## config.mk

```make
export PLATFORM = sky130hd
export DESIGN_NAME = stack_engine_flat
export DESIGN_NICKNAME = d
export VERILOG_FILES = /design/src/rtl/stack_engine_if.sv /design/src/rtl/stack_engine.sv /design/src/flat_wrapper.sv
export SDC_FILE = /design/constraint.sdc
export NUM_CORES = 1
export LEC_CHECK = 0
export CORE_MARGIN = 1
export CORE_UTILIZATION = 40
export CTS_CLUSTER_SIZE = 8
export DETAILED_ROUTE_END_ITERATION = 6
export PLACE_DENSITY_LB_ADDON = 0.05
export SLEW_MARGIN = 40
export SYNTH_ARGS = -nofsm -noshare
export SYNTH_HDL_FRONTEND = slang
export SYNTH_SLANG_ARGS = --single-unit
```

## constraint.sdc

```tcl
create_clock -name clk -period 1.54 [get_ports clk]
set_input_delay 0.154 -clock clk [delete_from_list [all_inputs] [get_ports clk]]
set_output_delay 0.154 -clock clk [all_outputs]
set_load 0.01 [all_outputs]
```

## src/rtl/stack_engine_if.sv

```systemverilog
// Request handshake and stack-memory bus shared between the stack engine and its environment.
// The engine uses the slave view; the requester/memory side uses the master view.
interface stack_engine_if;
   logic        req_valid;
   logic        req_ready;
   logic [2:0]  req_op;
   logic [1:0]  req_dst;
   logic [15:0] push_data;
   logic [15:0] mem_addr;
   logic [7:0]  mem_wdata;
   logic        mem_we;
   logic        mem_re;
   logic        mem_wait;
   logic [7:0]  mem_rdata;

   modport slave (
      input  req_valid, req_op, req_dst, push_data, mem_wait, mem_rdata,
      output req_ready, mem_addr, mem_wdata, mem_we, mem_re
   );

   modport master (
      output req_valid, req_op, req_dst, push_data, mem_wait, mem_rdata,
      input  req_ready, mem_addr, mem_wdata, mem_we, mem_re
   );
endinterface

```

## src/rtl/stack_engine.sv

```systemverilog
// 6502-style stack sequencer: runs push/pull bus cycles on the stack page and writes
// the new stack pointer and any pulled value back to the register file, one load per cycle.
//
// state     | meaning
// ----------+-----------------------------------------------------------
// IDLE      | ready for a request; reserved ops raise err next cycle
// PUSH      | write one byte at {page,sp_lo}, then sp_lo--
// PULL_ADDR | read request at {page,sp_lo+1}, then sp_lo++
// PULL_DATA | capture read byte (first -> low, second -> high)
// WB_SP     | load_sp with {sp_hi,sp_lo}; pushes finish here
// WB_DST    | load the pulled value into the selected register
module stack_engine #(
   parameter logic [7:0] STACK_PAGE = 8'h01
) (
   input  logic          clk,
   input  logic          reset,
   stack_engine_if.slave bus,
   input  logic [15:0]   sp,
   output logic [15:0]   data_out,
   output logic          load_sp,
   output logic          load_accumulator,
   output logic          load_p,
   output logic          load_x,
   output logic          load_y,
   output logic          busy,
   output logic          done,
   output logic          err
);

   typedef enum logic [2:0] {
      IDLE, PUSH, PULL_ADDR, PULL_DATA, WB_SP, WB_DST
   } state_t;

   state_t      state, state_nxt;
   logic [1:0]  op_q;      // bit 0: two-byte op, bit 1: pull
   logic [1:0]  dst_q;
   logic [15:0] push_q;
   logic [7:0]  sp_hi, sp_lo;
   logic [7:0]  lo_q, hi_q;
   logic [1:0]  cnt;
   logic        err_q;
   logic        accept, reserved;
   logic [7:0]  sp_lo_inc;

   assign sp_lo_inc = sp_lo + 8'd1;
   assign err       = err_q;

   // State register
   always_ff @(posedge clk or negedge reset) begin
      if (!reset) state <= IDLE;
      else        state <= state_nxt;
   end

   // Next-state and Moore output decode
   always_comb begin
      state_nxt        = state;
      accept           = 1'b0;
      reserved         = 1'b0;
      bus.req_ready    = 1'b0;
      bus.mem_addr     = '0;
      bus.mem_wdata    = '0;
      bus.mem_we       = 1'b0;
      bus.mem_re       = 1'b0;
      data_out         = '0;
      load_sp          = 1'b0;
      load_accumulator = 1'b0;
      load_p           = 1'b0;
      load_x           = 1'b0;
      load_y           = 1'b0;
      busy             = 1'b0;
      done             = 1'b0;
      case (state)
         IDLE: begin
            // ready stays low while reset is held so every output reads 0 during reset
            bus.req_ready = reset;
            if (bus.req_valid) begin
               if (bus.req_op[2]) begin
                  reserved = 1'b1;
               end else begin
                  accept    = 1'b1;
                  state_nxt = bus.req_op[1] ? PULL_ADDR : PUSH;
               end
            end
         end
         PUSH: begin
            busy          = 1'b1;
            bus.mem_we    = 1'b1;
            bus.mem_addr  = {STACK_PAGE, sp_lo};
            bus.mem_wdata = (op_q[0] && cnt == 2'd2) ? push_q[15:8] : push_q[7:0];
            if (!bus.mem_wait && cnt == 2'd1) state_nxt = WB_SP;
         end
         PULL_ADDR: begin
            busy         = 1'b1;
            bus.mem_re   = 1'b1;
            bus.mem_addr = {STACK_PAGE, sp_lo_inc};
            if (!bus.mem_wait) state_nxt = PULL_DATA;
         end
         PULL_DATA: begin
            busy      = 1'b1;
            state_nxt = (cnt == 2'd1) ? WB_SP : PULL_ADDR;
         end
         WB_SP: begin
            busy     = 1'b1;
            data_out = {sp_hi, sp_lo};
            load_sp  = 1'b1;
            if (op_q[1]) begin
               state_nxt = WB_DST;
            end else begin
               done      = 1'b1;
               state_nxt = IDLE;
            end
         end
         WB_DST: begin
            busy     = 1'b1;
            done     = 1'b1;
            data_out = op_q[0] ? {hi_q, lo_q} : {8'h00, lo_q};
            case (dst_q)
               2'd0:    load_accumulator = 1'b1;
               2'd1:    load_p           = 1'b1;
               2'd2:    load_x           = 1'b1;
               default: load_y           = 1'b1;
            endcase
            state_nxt = IDLE;
         end
         default: state_nxt = IDLE;
      endcase
   end

   // Request latch, stack-pointer arithmetic, pulled-byte capture and err pulse
   always_ff @(posedge clk or negedge reset) begin
      if (!reset) begin
         op_q   <= '0;
         dst_q  <= '0;
         push_q <= '0;
         sp_hi  <= '0;
         sp_lo  <= '0;
         lo_q   <= '0;
         hi_q   <= '0;
         cnt    <= '0;
         err_q  <= 1'b0;
      end else begin
         err_q <= reserved;
         case (state)
            IDLE: begin
               if (accept) begin
                  op_q   <= bus.req_op[1:0];
                  dst_q  <= bus.req_dst;
                  push_q <= bus.push_data;
                  sp_hi  <= sp[15:8];
                  sp_lo  <= sp[7:0];
                  cnt    <= bus.req_op[0] ? 2'd2 : 2'd1;
               end
            end
            PUSH: begin
               if (!bus.mem_wait) begin
                  sp_lo <= sp_lo - 8'd1;
                  cnt   <= cnt - 2'd1;
               end
            end
            PULL_ADDR: begin
               if (!bus.mem_wait) sp_lo <= sp_lo_inc;
            end
            PULL_DATA: begin
               if (op_q[0] && cnt == 2'd1) hi_q <= bus.mem_rdata;
               else                        lo_q <= bus.mem_rdata;
               cnt <= cnt - 2'd1;
            end
            default: ;
         endcase
      end
   end

endmodule

```

## src/flat_wrapper.sv

```systemverilog
// flat-port wrapper written by rule: the top's interface ports become plain ports
module stack_engine_flat 
#(
   parameter logic [7:0] STACK_PAGE = 8'h01
)
  (clk, reset, sp, data_out, load_sp, load_accumulator, load_p, load_x, load_y, busy, done, err, bus_req_valid, bus_req_op, bus_req_dst, bus_push_data, bus_mem_wait, bus_mem_rdata, bus_req_ready, bus_mem_addr, bus_mem_wdata, bus_mem_we, bus_mem_re);
  stack_engine_if bus_i ();
  input  logic clk;
  input  logic reset;
  input  logic [15:0] sp;
  output logic [15:0] data_out;
  output logic load_sp;
  output logic load_accumulator;
  output logic load_p;
  output logic load_x;
  output logic load_y;
  output logic busy;
  output logic done;
  output logic err;
  input wire logic [$bits(bus_i.req_valid)-1:0] bus_req_valid;
  input wire logic [$bits(bus_i.req_op)-1:0] bus_req_op;
  input wire logic [$bits(bus_i.req_dst)-1:0] bus_req_dst;
  input wire logic [$bits(bus_i.push_data)-1:0] bus_push_data;
  input wire logic [$bits(bus_i.mem_wait)-1:0] bus_mem_wait;
  input wire logic [$bits(bus_i.mem_rdata)-1:0] bus_mem_rdata;
  output wire logic [$bits(bus_i.req_ready)-1:0] bus_req_ready;
  output wire logic [$bits(bus_i.mem_addr)-1:0] bus_mem_addr;
  output wire logic [$bits(bus_i.mem_wdata)-1:0] bus_mem_wdata;
  output wire logic [$bits(bus_i.mem_we)-1:0] bus_mem_we;
  output wire logic [$bits(bus_i.mem_re)-1:0] bus_mem_re;
  assign bus_i.req_valid = bus_req_valid;
  assign bus_i.req_op = bus_req_op;
  assign bus_i.req_dst = bus_req_dst;
  assign bus_i.push_data = bus_push_data;
  assign bus_i.mem_wait = bus_mem_wait;
  assign bus_i.mem_rdata = bus_mem_rdata;
  assign bus_req_ready = bus_i.req_ready;
  assign bus_mem_addr = bus_i.mem_addr;
  assign bus_mem_wdata = bus_i.mem_wdata;
  assign bus_mem_we = bus_i.mem_we;
  assign bus_mem_re = bus_i.mem_re;
  stack_engine #(.STACK_PAGE(STACK_PAGE)) u_core (.clk(clk), .reset(reset), .bus(bus_i), .sp(sp), .data_out(data_out), .load_sp(load_sp), .load_accumulator(load_accumulator), .load_p(load_p), .load_x(load_x), .load_y(load_y), .busy(busy), .done(done), .err(err));
endmodule
```

==> metrics.yaml, run 1 <==
outcome: "complete, but fails checks"
failed_checks: "setup timing"
hold-worst-slack_ps: 397.0
combPwrFrac_pct: 63.8
cp-start-kind: "flop"
antenna_found_initial: 0
nNetsFinal: 570
grt_pass1_wl_um: 17480
holdPathStages: 2
start_util_pct: 42.16
worstPathArrival_ps: 1940
finalPower_uw: 11910
post-route-min-period_ps: 2089
synth_ff_type: "dfrtp_1"
drive_gt1_share_pct: 57.09
syn-cell-area_um2: 3326
hold_start: "bus_req_valid"
fmax_ghz: 0.4786
hpwl_um: 7032
port_buffers: 92
ios: 100
clk_latency_ps: 350
dieArea_um2: 8683
top_layer_used: "met4"
ir_drop_mv: 0.9893
core_area_um2: 7888
worst_pin_slew_ps: 559.7
clk_path_buf_depth: 2
met2RoutedLength_um: 5889
viasPerCell: 5.439
cp.required_ps: 1390
firstDrtPassIters: 5
grt_max_degree: 59
wl_met1_um: 5115
cp_max_fo: 7
r2r_cells: 10
ys_types: 58
nFillCells: 534
setup.worst_path.end_class: "primary output"
wl_per_cell_um: 19.04
h-tree-depth: 3
maxSlewViolCount: 0
vias: 3394
drt_iter0_drc: 117
avgSynthCellArea_um2: 10.43
p_leak_uw: 0.002791
track_usage_pct: 26.57
r2r_end: "u_core.sp_lo[6]$_DFFE_PN0P_"
cts.clk_slew.worst_paths_ps: 80
setup_ws_ps: -549.2
regToRegStartpoint: "u_core.sp_lo[1]$_DFFE_PN0P_"
final_common_cell: "buf_4"
holdCritPathClass: "input port to flop"
cts_tree: "done"
seq_area_frac_synth_pct: 43.64
r2r_setup_slack_ps: -510
max-cap-violations: 0
switchingPower_uw: 4694
async_reset_ff_share_pct: 100.0
crit_type: "flop to primary output"
rsz0062_at_grt: "yes"
synth_cells: 319
multiInputGateArea_um2: 2150
route.detailed.drc: 0
switching_share_pct: 39.40
seq_area_um2: 1451
fin_skew_ps: 10.40
dp_slack_ps: -496.2
rows: 32
die_w_um: 93.18
hold_viol: 0
power_frac_seq_pct: 23.9
synth_edf_count: 0
overflow: 0
wl_um: 11880
fin_crit_sh_pct: 135.7
layout_common_cells: "buf_4 (64), dfrtp_1 (58), buf_6 (48), clkdlybuf4s50_1 (48), buf_2 (34)"
antennaDiodeCount: 0
cts_sinks: 58
die_h_um: 93.18
yosysWarnings: 0
cellPowerDensity_nw_per_um2: 1998
min_to: "u_core.err$_DFF_PN0_"
grt_pass1_vias: 3342
intPower_uw: 7220
gp_congestion: 0.8102
max_slew_margin_pct: 62.68
clkPwrFrac_pct: 12.2
ys_ff_latch: 58
setup_viol: 89
wl_met3_um: 734
cts-buffers-inserted: 9
area_growth_pct: 79.27
antenna_left: 0
clockRootBuffer: "clkbuf_8"
[what timing repair did]
item | CTS | global route
cloned | 5 | 3
setup endpoints to repair | 92 | 98
hold buffers | 0 | 1
pin swaps | 21 | 37
setup buffers | 29 | 15
resized for setup | 272 | 81
hold endpoints to repair | 0 | 3
[routing by layer]
metal  vias to the layer above  global-route usage, %
li1                       1555                      -
met3                        14                  6.423
met5                         -                      0
met2                       127                  43.81
met4                         0                  5.128
met1                      1698                  35.67
[state kept, by name (all words and copies together), names as in the netlist]
| name | flops |
|---|---|
| u_core.cnt | 2 |
| u_core.push_q | 16 |
| u_core.sp_lo | 8 |
| u_core.state | 3 |
| u_core.hi_q | 8 |
| u_core.sp_hi | 8 |
| u_core.lo_q | 8 |
| u_core.op_q | 2 |
| u_core.dst_q | 2 |
| u_core.err | 1 |
[worst max-delay path by stage]
stage	from	to	slack [ps]	cells past startpoint
after global placement	u_core.state[0]$_DFFE_PN0P_	bus_mem_addr[6]	-450	8
after floorplan	u_core.sp_lo[3]$_DFFE_PN0P_	u_core.sp_lo[5]$_DFFE_PN0P_	-70	6
after detailed placement	u_core.state[0]$_DFFE_PN0P_	bus_mem_addr[6]	-500	8
final	u_core.state[0]$_DFFE_PN0P_	bus_mem_addr[6]	-550	9
after global routing	u_core.state[0]$_DFFE_PN0P_	bus_mem_addr[6]	-590	9
after CTS	u_core.state[2]$_DFFE_PN0P_	bus_mem_addr[6]	-510	9
[power groups by stage]
| stage | Combinational [µW] | Clock [µW] | Sequential, µW |
|---|---|---|---|
| floorplan | 2860 | 0 | 2640 |
| global placement | 5260 | 0 | 2760 |
| detailed placement | 5350 | 0 | 2790 |
| CTS | 6720 | 1470 | 2790 |
| global route | 8070 | 1550 | 2920 |
| finish | 7600 | 1460 | 2850 |
[stage by stage]
step	utilization (%)	setup TNS (ps)	instances	instance area, µm²
floorplan	-	-126.2	325	3371
global placement	61.31	-16230	562	4836
detailed placement	61.31	-17870	562	4836
CTS	71.92	-23760	611	5673
global route	75.59	-27930	624	5962
finish	75.59	-23430	624	5962
[critical path, cell delays in order, from the launching register on]
cell and delay (ps):
dfrtp_1 410, buf_6 130, or3b_4 410, buf_8 160, clkinv_8 60, o21ai_4 60, nand2_2 80, nand2_2 60
o41ai_2 40, buf_2 180
[synthesized netlist by cell type (all sizes together), types with 5 or more instances]
master / n / area share [%]
dfrtp: 58 / 44
mux2: 44 / 15
nand2: 25 / 3.0
buf: 22 / 4.4
o21ai: 21 / 3.2
a21oi: 18 / 2.7
a22o: 18 / 4.7
nor2: 15 / 1.9
nand3: 14 / 2.1
inv: 11 / 1.2
nor3: 8 / 1.8
a211oi: 6 / 1.7
clkbuf: 5 / 0.56
[cells by family after synthesis]
logic type	count (synthesis)	synth area share [%]
compound gates	86	18.21
flops	58	43.64
other cells	1	0.1128
simple gates	81	13.24
mux	46	15.50
buf+inv	39	6.508
fa+ha+maj	4	1.505
xor+xnor	4	1.279
[final cells by class]
cell class | count | share of cell area (%)
inverter | 12 | 1.217
tap | 102 | 2.141
timing repair buffer | 208 | 32.86
sequential | 58 | 24.34
clock inverter | 7 | 1.301
clock buffer | 9 | 2.078
multi-input combinational | 228 | 36.05
(Power assumes the default switching activity.)
==> inputs of run 2 (changes only) <==
--- a/config.mk
+++ b/config.mk
@@ -14,3 +14,4 @@
 export SYNTH_ARGS = -nofsm -noshare
 export SYNTH_HDL_FRONTEND = slang
 export SYNTH_SLANG_ARGS = --single-unit
+export TNS_END_PERCENT = 50
==> run 2 against run 1 <==
The flow still finishes with violations (setup timing); cell count decreased by 0.96%; count of clock-buffer cells in the layout increased by 2; critical path depth decreased by 1; wire length increased by 1.6%; non-clock buffer count decreased by 6; worst setup slack improved by 81 ps; largest cell class unchanged.
==> metrics.yaml, run 2 (synthesis results as in run 1) <==
outcome: "complete, but fails checks"
failed_checks: "setup timing"
max_slew_margin_pct: 62.60  # -0.086 points
p_leak_uw: 0.002808  # +0.60%
holdCritPathClass: "input port to flop"
worst_pin_slew_ps: 561.0  # +1.296 ps
area_growth_pct: 79.38  # about the same
multiInputGateArea_um2: 2173  # +1.1%
crit_path_start: "u_core.state[0]$_DFFE_PN0P_"
cts_tree: "done"
port_buffers: 92  # unchanged
seq_area_um2: 1453  # about the same
hold_start: "bus_req_valid"
antenna_found_initial: 0  # unchanged
die_h_um: 93.18  # unchanged
power_frac_seq_pct: 23.4  # -0.5 points
cellPowerDensity_nw_per_um2: 2042  # +2.2%
rsz0062_at_grt: "yes"
max-cap-violations: 0  # unchanged
ir_drop_mv: 1.118  # +13%
antenna_left: 0  # unchanged
largest_reg_flops: 16  # unchanged
start_util_pct: 42.16  # unchanged
rows: 32  # unchanged
cts-buffers-inserted: 9  # unchanged
nFillCells: 541  # +1.3%
grt_pass1_wl_um: 17950  # +2.7%
cp.required_ps: 1390  # about the same
wl_um: 12080  # +1.6%
fin_skew_ps: 10.44  # +0.03690 ps
crit_type: "flop to primary output"
fmax_ghz: 0.4979  # +4.0%
switching_share_pct: 38.39  # -1.0 points
vias: 3318  # -2.2%
viasPerCell: 5.369  # -1.3%
setup_ws_ps: -468.5  # +80.74 ps
clockRootBuffer: "clkbuf_8"
gp_congestion: 0.8673  # +7.0%
cp_max_fo: 8  # +1
setup.worst_path.end_class: "primary output"
track_usage_pct: 27.65  # +1.1 points
h-tree-depth: 3  # unchanged
clk_latency_ps: 350  # about the same
grt_pass1_vias: 3397  # +1.6%
hold-worst-slack_ps: 384.0  # -13.02 ps
combPwrFrac_pct: 63.5  # -0.3 points
cts_sinks: 58  # unchanged
stdcell_count: 618  # -0.96%
fin_crit_sh_pct: 130.4  # -5.2 points
die_w_um: 93.18  # unchanged
intPower_uw: 7504  # +3.9%
clk_path_buf_depth: 2  # unchanged
clkPwrFrac_pct: 13.1  # +0.9 points
switchingPower_uw: 4676  # -0.39%
regToRegStartpoint: "u_core.state[2]$_DFFE_PN0P_"
drive_gt1_share_pct: 56.40  # -0.69 points
dp_cells: 561  # -0.18%
post-route-min-period_ps: 2008  # -80.74 ps
wl_per_cell_um: 19.54  # +2.6%
core_area_um2: 7888  # unchanged
hold_viol: 0  # unchanged
maxSlewViolCount: 0  # unchanged
nNetsFinal: 564  # -1.1%
regMostFlops: "u_core.push_q"
final_common_cell: "buf_4"
ios: 100  # unchanged
cp-start-kind: "flop"
antennaDiodeCount: 0  # unchanged
hpwl_um: 6961  # -1.0%
cts.clk_slew.worst_paths_ps: 80  # about the same
firstDrtPassIters: 4  # -1
drt_iter0_drc: 223  # +91%
grt_max_degree: 59  # unchanged
overflow: 0  # unchanged
setup_viol: 98  # +10%
worstPathArrival_ps: 1850  # -90 ps
route.detailed.drc: 0  # unchanged
layout_common_cells: "buf_4 (66), dfrtp_1 (57), clkdlybuf4s50_1 (48)"
dieArea_um2: 8683  # unchanged
==> run 2: cell count changes in the layout (fill, tap and decap cells not counted), sizes merged <==
cell,change
buf,-7
bufbuf,+2
clkbuf,+1
clkinv,-3
bufinv,+1
==> run 2: metrics by stage <==
| stage | total power (µW) | setup slack, ps | instance area, µm² | setup TNS [ps] | util (%) |
|---|---|---|---|---|---|
| after global routing | 12770 | -520.7 | 5966 | -27720 | 75.63 |
| after global placement | 8011 | -463.4 | 4841 | -23570 | 61.37 |
| after floorplan | 5498 | -67.69 | 3371 | -160.7 | - |
| final | 12180 | -468.5 | 5966 | -24170 | 75.63 |
| after CTS | 11440 | -394.2 | 5731 | -20170 | 72.65 |
| after detailed placement | 8117 | -431.9 | 4841 | -25510 | 61.37 |
==> run 2: worst max-delay path, cell delays in order, from the launching register on <==
cell and delay [ps]:
dfrtp_1 410, or3b_1 410, buf_6 170, inv_8 70, o21ai_2 50, nand2_1 90, nand2_1 70, o41ai_2 50
buf_2 180
==> run 2: worst paths after layout <==
check	slack, ps	end	cells past startpoint
hold reg to reg	510	u_core.sp_hi[6]$_DFFE_PN0P_	1
max in group asynchronous	660	u_core.hi_q[4]$_DFFE_PN0P_	3
min in group asynchronous	460	u_core.sp_lo[7]$_DFFE_PN0P_	3
setup reg to reg	-280	u_core.lo_q[3]$_DFFE_PN0P_	8
setup / recovery	-470	bus_mem_addr[6]	8
hold / removal	380	u_core.err$_DFF_PN0_	2
==> run 2: layout make-up <==
| type | instances | share of cell area, % |
|---|---|---|
| well taps | 102 | 2.139 |
| inverters | 12 | 1.216 |
| multi-input cells | 228 | 36.43 |
| flip-flops and latches | 58 | 24.35 |
| clock inverters | 5 | 1.300 |
| repair buffers | 202 | 32.19 |
| clock buffers | 11 | 2.370 |
==> run 2: per-layer routing <==
metal  routed length (µm)  up-vias  track usage (%)
li1                     -     1544                -
met4                  266        0            11.92
met1                 4976     1628            35.83
met2                 6075      130            45.59
met3                  758       16            4.553
met5                    0        -                0
==> run 2: power groups by stage <==
stage / combinational (µW) / clock (µW) / sequential [µW]
CTS: 7030 / 1620 / 2780
global route: 8170 / 1680 / 2920
floorplan: 2860 / 0 / 2640
global placement: 5270 / 0 / 2740
detailed placement: 5340 / 0 / 2780
finish: 7740 / 1600 / 2850
==> run 2: timing repair <==
item                                   in CTS  in global routing
cloned                                      6                  1
setup buffers                              28                 10
gates resized for setup                   300                 44
setup endpoints to repair                  96                100
hold buffers                                0                  1
endpoints found under the hold margin       0                 23
pin swaps                                  19                 22
==> variant 1, RTL diff (settings of run 1) <==
Reset style: synchronous (`reset`), changed in 2 clocked blocks.
--- a/src/rtl/stack_engine.sv
+++ b/src/rtl/stack_engine.sv
@@ -46,7 +46,7 @@
    assign err       = err_q;
 
    // State register
-   always_ff @(posedge clk or negedge reset) begin
+   always_ff @(posedge clk) begin
       if (!reset) state <= IDLE;
       else        state <= state_nxt;
    end
@@ -127,7 +127,7 @@
    end
 
    // Request latch, stack-pointer arithmetic, pulled-byte capture and err pulse
-   always_ff @(posedge clk or negedge reset) begin
+   always_ff @(posedge clk) begin
       if (!reset) begin
          op_q   <= '0;
          dst_q  <= '0;
Behaviour: differs if reset is asserted again (counterexample within 4 cycles, from zero or initial values and one cycle with reset low); with reset held inactive, the same outputs for 10 cycles.
==> variant 1 against run 1 <==
Sequential cell count unchanged; non-clock buffer count decreased by 25; setup slack improved by 200 ps; critical path type is now flop to flop; synthesized area increased by 0.15%; the run still ends with negative setup slack left; wire length decreased by 0.63%; final area decreased by 4.8%.
Power is not compared: it rests on default switching activity, and its combinational part moved more than twofold at a synthesized area within 25%.
==> variant 1: results (changes against run 1) <==
stage;metric;value;unit;change
route;viasPerCell;5.44;;about the same
status;status;complete, but fails checks;;
route;first_pass_iters;4;;-1
finish;post_layout_net_count;631;;+11%
timing;fin_setup_tns;-17800;ps;+5630 ps
timing;final.setup_skew;12.5;ps;+2.12 ps
timing;worstMarginPinSlew;489;ps;-70.6 ps
setup_path;cp_max_fo;10;;+3
setup_path;worst_path_max_delay_cell;or3b_4;;
timing;setup_ws;-346;ps;+203 ps
route;drt_iter0_drc;208;;+78%
synthesis;synth.cells.most_frequent;90 x nand2_1, 58 x dfxtp_1, 28 x a21boi_0, 24 x o21ai_0, 20 x a21oi_1;;
global_route;grt_first_pass_wirelength;17300;um;-1.1%
placement;place.detailed.instances;641;;+14%
setup_path;cpLargestDelayFamily;compound AO/OA/AOI/OAI gates;;
synthesis;synth_top_cell_area_share;0.349;;-0.0878
global_route;antenna_found_initial;0;;unchanged
min_path;worst_hold_path_type;input port to flop;;
setup_path;crit_arrival;2130;ps;+190 ps
synthesis;syn-mean-instance-area;7.97;um2;-24%
global_route;grt_usage;0.258;;-0.00738
finish;drive_gt1_frac;0.412;;-0.159
synthesis;synth_cell_types;60;;+3.4%
timing;setup-violations-final;82;;-7.9%
global_route;grt_max_degree;48;;-19%
finish;largest_register;u_core.push_q;;
finish;post_layout_nonfiller_instances;685;;+9.8%
route;detail_route.wl_per_cell;17.2;um;-9.5%
placement;io_buffers;92;;unchanged
global_route;grt_pass1_vias;3478;;+4.1%
finish;n_antenna_cell;0;;unchanged
synthesis;synth_async_sr_flop_share;0;;-1.00
power_and_ir_drop;static-leakage-power;2.45;nW;
placement;globalplace.congestion;0.831;;+2.6%
synthesis;synth_sequential_area_ratio;0.349;;-0.0878
status;failed_checks;negative setup slack;;
finish;n_fill_cell;599;;+12%
synthesis;synth_top_cells_by_area;dfxtp_1 35%, nand2_1 10%, a21boi_0 6.3%, mux2i_1 5.1%, a22o_1 4.2%;;
setup_path;rrSetupSlack;-350;ps;+160 ps
placement;dp.final_hpwl;7330;um;+4.2%
-- variant 1: what timing repair did --
action,4_1_cts,5_1_grt
hold buffers,0,0
gates cloned,4,3
buffers inserted,11,12
gates resized for setup,222,133
pin swaps,6,69
endpoints found under the setup margin,90,93
hold endpoints to repair,0,0
-- variant 1: layout make-up --
| class | count | area [um2] | share of cell area |
|---|---|---|---|
| Multi-Input combinational cell | 314 | 2340 | 0.412 |
| Timing Repair Buffer | 183 | 1730 | 0.304 |
| Sequential cell | 58 | 1170 | 0.207 |
| Tap cell | 102 | 128 | 0.0225 |
| Clock inverter | 7 | 125 | 0.0221 |
| Clock buffer | 9 | 124 | 0.0218 |
| Inverter | 12 | 62.6 | 0.0110 |
-- variant 1: logic make-up (layout without fill, tap and decap cells) --
kind of cell	Yosys count	after routing	synth area share
mux	17	17	0.0511
flops	58	58	0.349
fa+ha+maj	4	4	0.0150
other cells	1	7	0.00113
simple gates	165	165	0.242
xor+xnor	3	3	0.00789
compound gates	118	118	0.255
buf+inv	52	211	0.0793
-- variant 1: worst paths after layout --
kind / start / endpoint / cells past startpoint
setup / recovery: u_core.state[2]$_SDFFE_PN0P_ / u_core.sp_lo[5]$_SDFFE_PN0P_ / 9
hold / removal: bus_push_data[14] / u_core.push_q[14]$_SDFFE_PN0P_ / 3
setup reg to reg: u_core.state[2]$_SDFFE_PN0P_ / u_core.sp_lo[5]$_SDFFE_PN0P_ / 9
hold reg to reg: u_core.push_q[8]$_SDFFE_PN0P_ / u_core.push_q[8]$_SDFFE_PN0P_ / 2
-- variant 1: where the power goes --
part | internal [mW] | total [mW] | switching (mW)
sequential | 1.59 | 1.66 | 0.0729
combinational | 0.800 | 1.55 | 0.749
clock | 1.09 | 1.78 | 0.694
-- variant 1: tightest hold or removal path, stage by stage --
cell             delay [ps]
clkdlybuf4s50_1         400
nand2_1                  50
a21boi_1                 50
-- variant 1: metal layers --
metal,share of wire,global-route usage,up-vias
met5,0,0,-
met4,0.016,0.0782,0
met3,0.059,0.0585,16
met2,0.49,0.422,126
met1,0.44,0.339,1799
li1,-,-,1784
-- variant 1: per-stage QoR --
stage          area [um2]  setup WS, ps  hold slack [ps]
2_1_floorplan        3360         -64.7              299
3_3_place_gp         4730          -382              451
3_5_place_dp         4730          -483              456
4_1_cts              5150          -358              346
5_1_grt              5670          -403              336
6_report             5670          -346              355
==> variant 2, RTL diff (flow settings as in run 1) <==
Made on the original files. Remove the register `err_q`: a continuous assignment takes its place, so the output `err` follows one clock earlier.
--- a/src/rtl/stack_engine.sv
+++ b/src/rtl/stack_engine.sv
@@ -137,9 +137,7 @@
          lo_q   <= '0;
          hi_q   <= '0;
          cnt    <= '0;
-         err_q  <= 1'b0;
       end else begin
-         err_q <= reserved;
          case (state)
             IDLE: begin
                if (accept) begin
@@ -170,5 +168,7 @@
       end
    end
 
+   assign err_q = reserved;
+
 endmodule
 
Check against the original RTL: not equivalent (a bounded check fails within 4 cycles, from zero or initial values and one cycle with reset low).
==> variant 2 against run 1 <==
The flow still finishes with violations (negative setup slack); critical path depth is 1 lower; synthesized area is 0.75% lower; wire length hardly changed; sequential cell count is 1 lower; sequential share of layout area is 0.58 points lower; total power is 0.99% higher; setup slack better by 110 ps; count of clock-buffer cells in the layout is 2 higher; final area is 0.67% higher; critical path type unchanged; largest power group unchanged; highest routed layer unchanged.
==> variant 2: results (changes against run 1) <==
stage;metric;value;unit;change
synthesis;netlist_instances;318;;-0.31%
timing;setup-violations-final;92;;+3.4%
timing;setup_ws;-440;ps;+109 ps
synthesis;synth_sequential_area_ratio;0.432;;-0.00427
placement;placed_cell_area;4810;um2;-0.52%
timing;worstMarginPinSlew;540;ps;-19.4 ps
status;status;complete, but fails checks;;
route;met1_length;4990;um;-2.4%
global_route;grt_first_pass_wirelength;18000;um;+2.8%
finish;drive_gt1_frac;0.594;;+0.0226
timing;final.setup_skew;8.68;ps;-1.73 ps
route;wl_met2;5940;um;+0.78%
finish;n_fill_cell;537;;+0.56%
synthesis;synth.mux.area_fraction;0.156;;+0.00118
route;first_pass_iters;4;;-1
clocking;cts-resized-gates;322;;+18%
global_route;grt_pass1_vias;3529;;+5.6%
global_route;grt_max_degree;58;;-1.7%
route;viasPerCell;5.40;;-0.76%
setup_path;rrSetupSlack;-250;ps;+260 ps
status;failed_checks;negative setup slack;;
setup_path;worst-r2r-cell-count;8;;-2
setup_path;rr_startpoint;u_core.state[2]$_DFFE_PN0P_;;
global_route;global_route.usage.met2;0.469;;+0.0313
route;drt-total-wl;11900;um;about the same
placement;place.detailed.instances;561;;-0.18%
## variant 2: changes by cell type after synthesis, sizes merged
cell | run 1 | this run
dfrtp | 58 | 57
## variant 2: power groups by stage
stage | registers (mW) | clock network [mW] | logic, mW
2_1_floorplan | 2.61 | 0 | 2.86
3_3_place_gp | 2.68 | 0 | 5.24
3_5_place_dp | 2.71 | 0 | 5.31
4_1_cts | 2.72 | 1.44 | 7.07
5_1_grt | 2.85 | 1.50 | 8.30
6_report | 2.78 | 1.41 | 7.85
## variant 2: final cells by class
class,instances,area [um2],area share
clock buffer,11,141,0.0236
clock inverter,5,55.1,0.00917
inverter,12,67.6,0.0113
multi-input combinational,229,2220,0.370
sequential,57,1430,0.238
tap,102,128,0.0213
timing repair buffer,210,1960,0.327
## variant 2: critical path: stages (launching register included)
cell,delay (ps)
dfrtp_1,390
or3b_1,400
buf_6,170
clkinv_8,70
o21ai_2,50
nand2_1,100
nand2_1,80
o41ai_2,60
buf_2,180
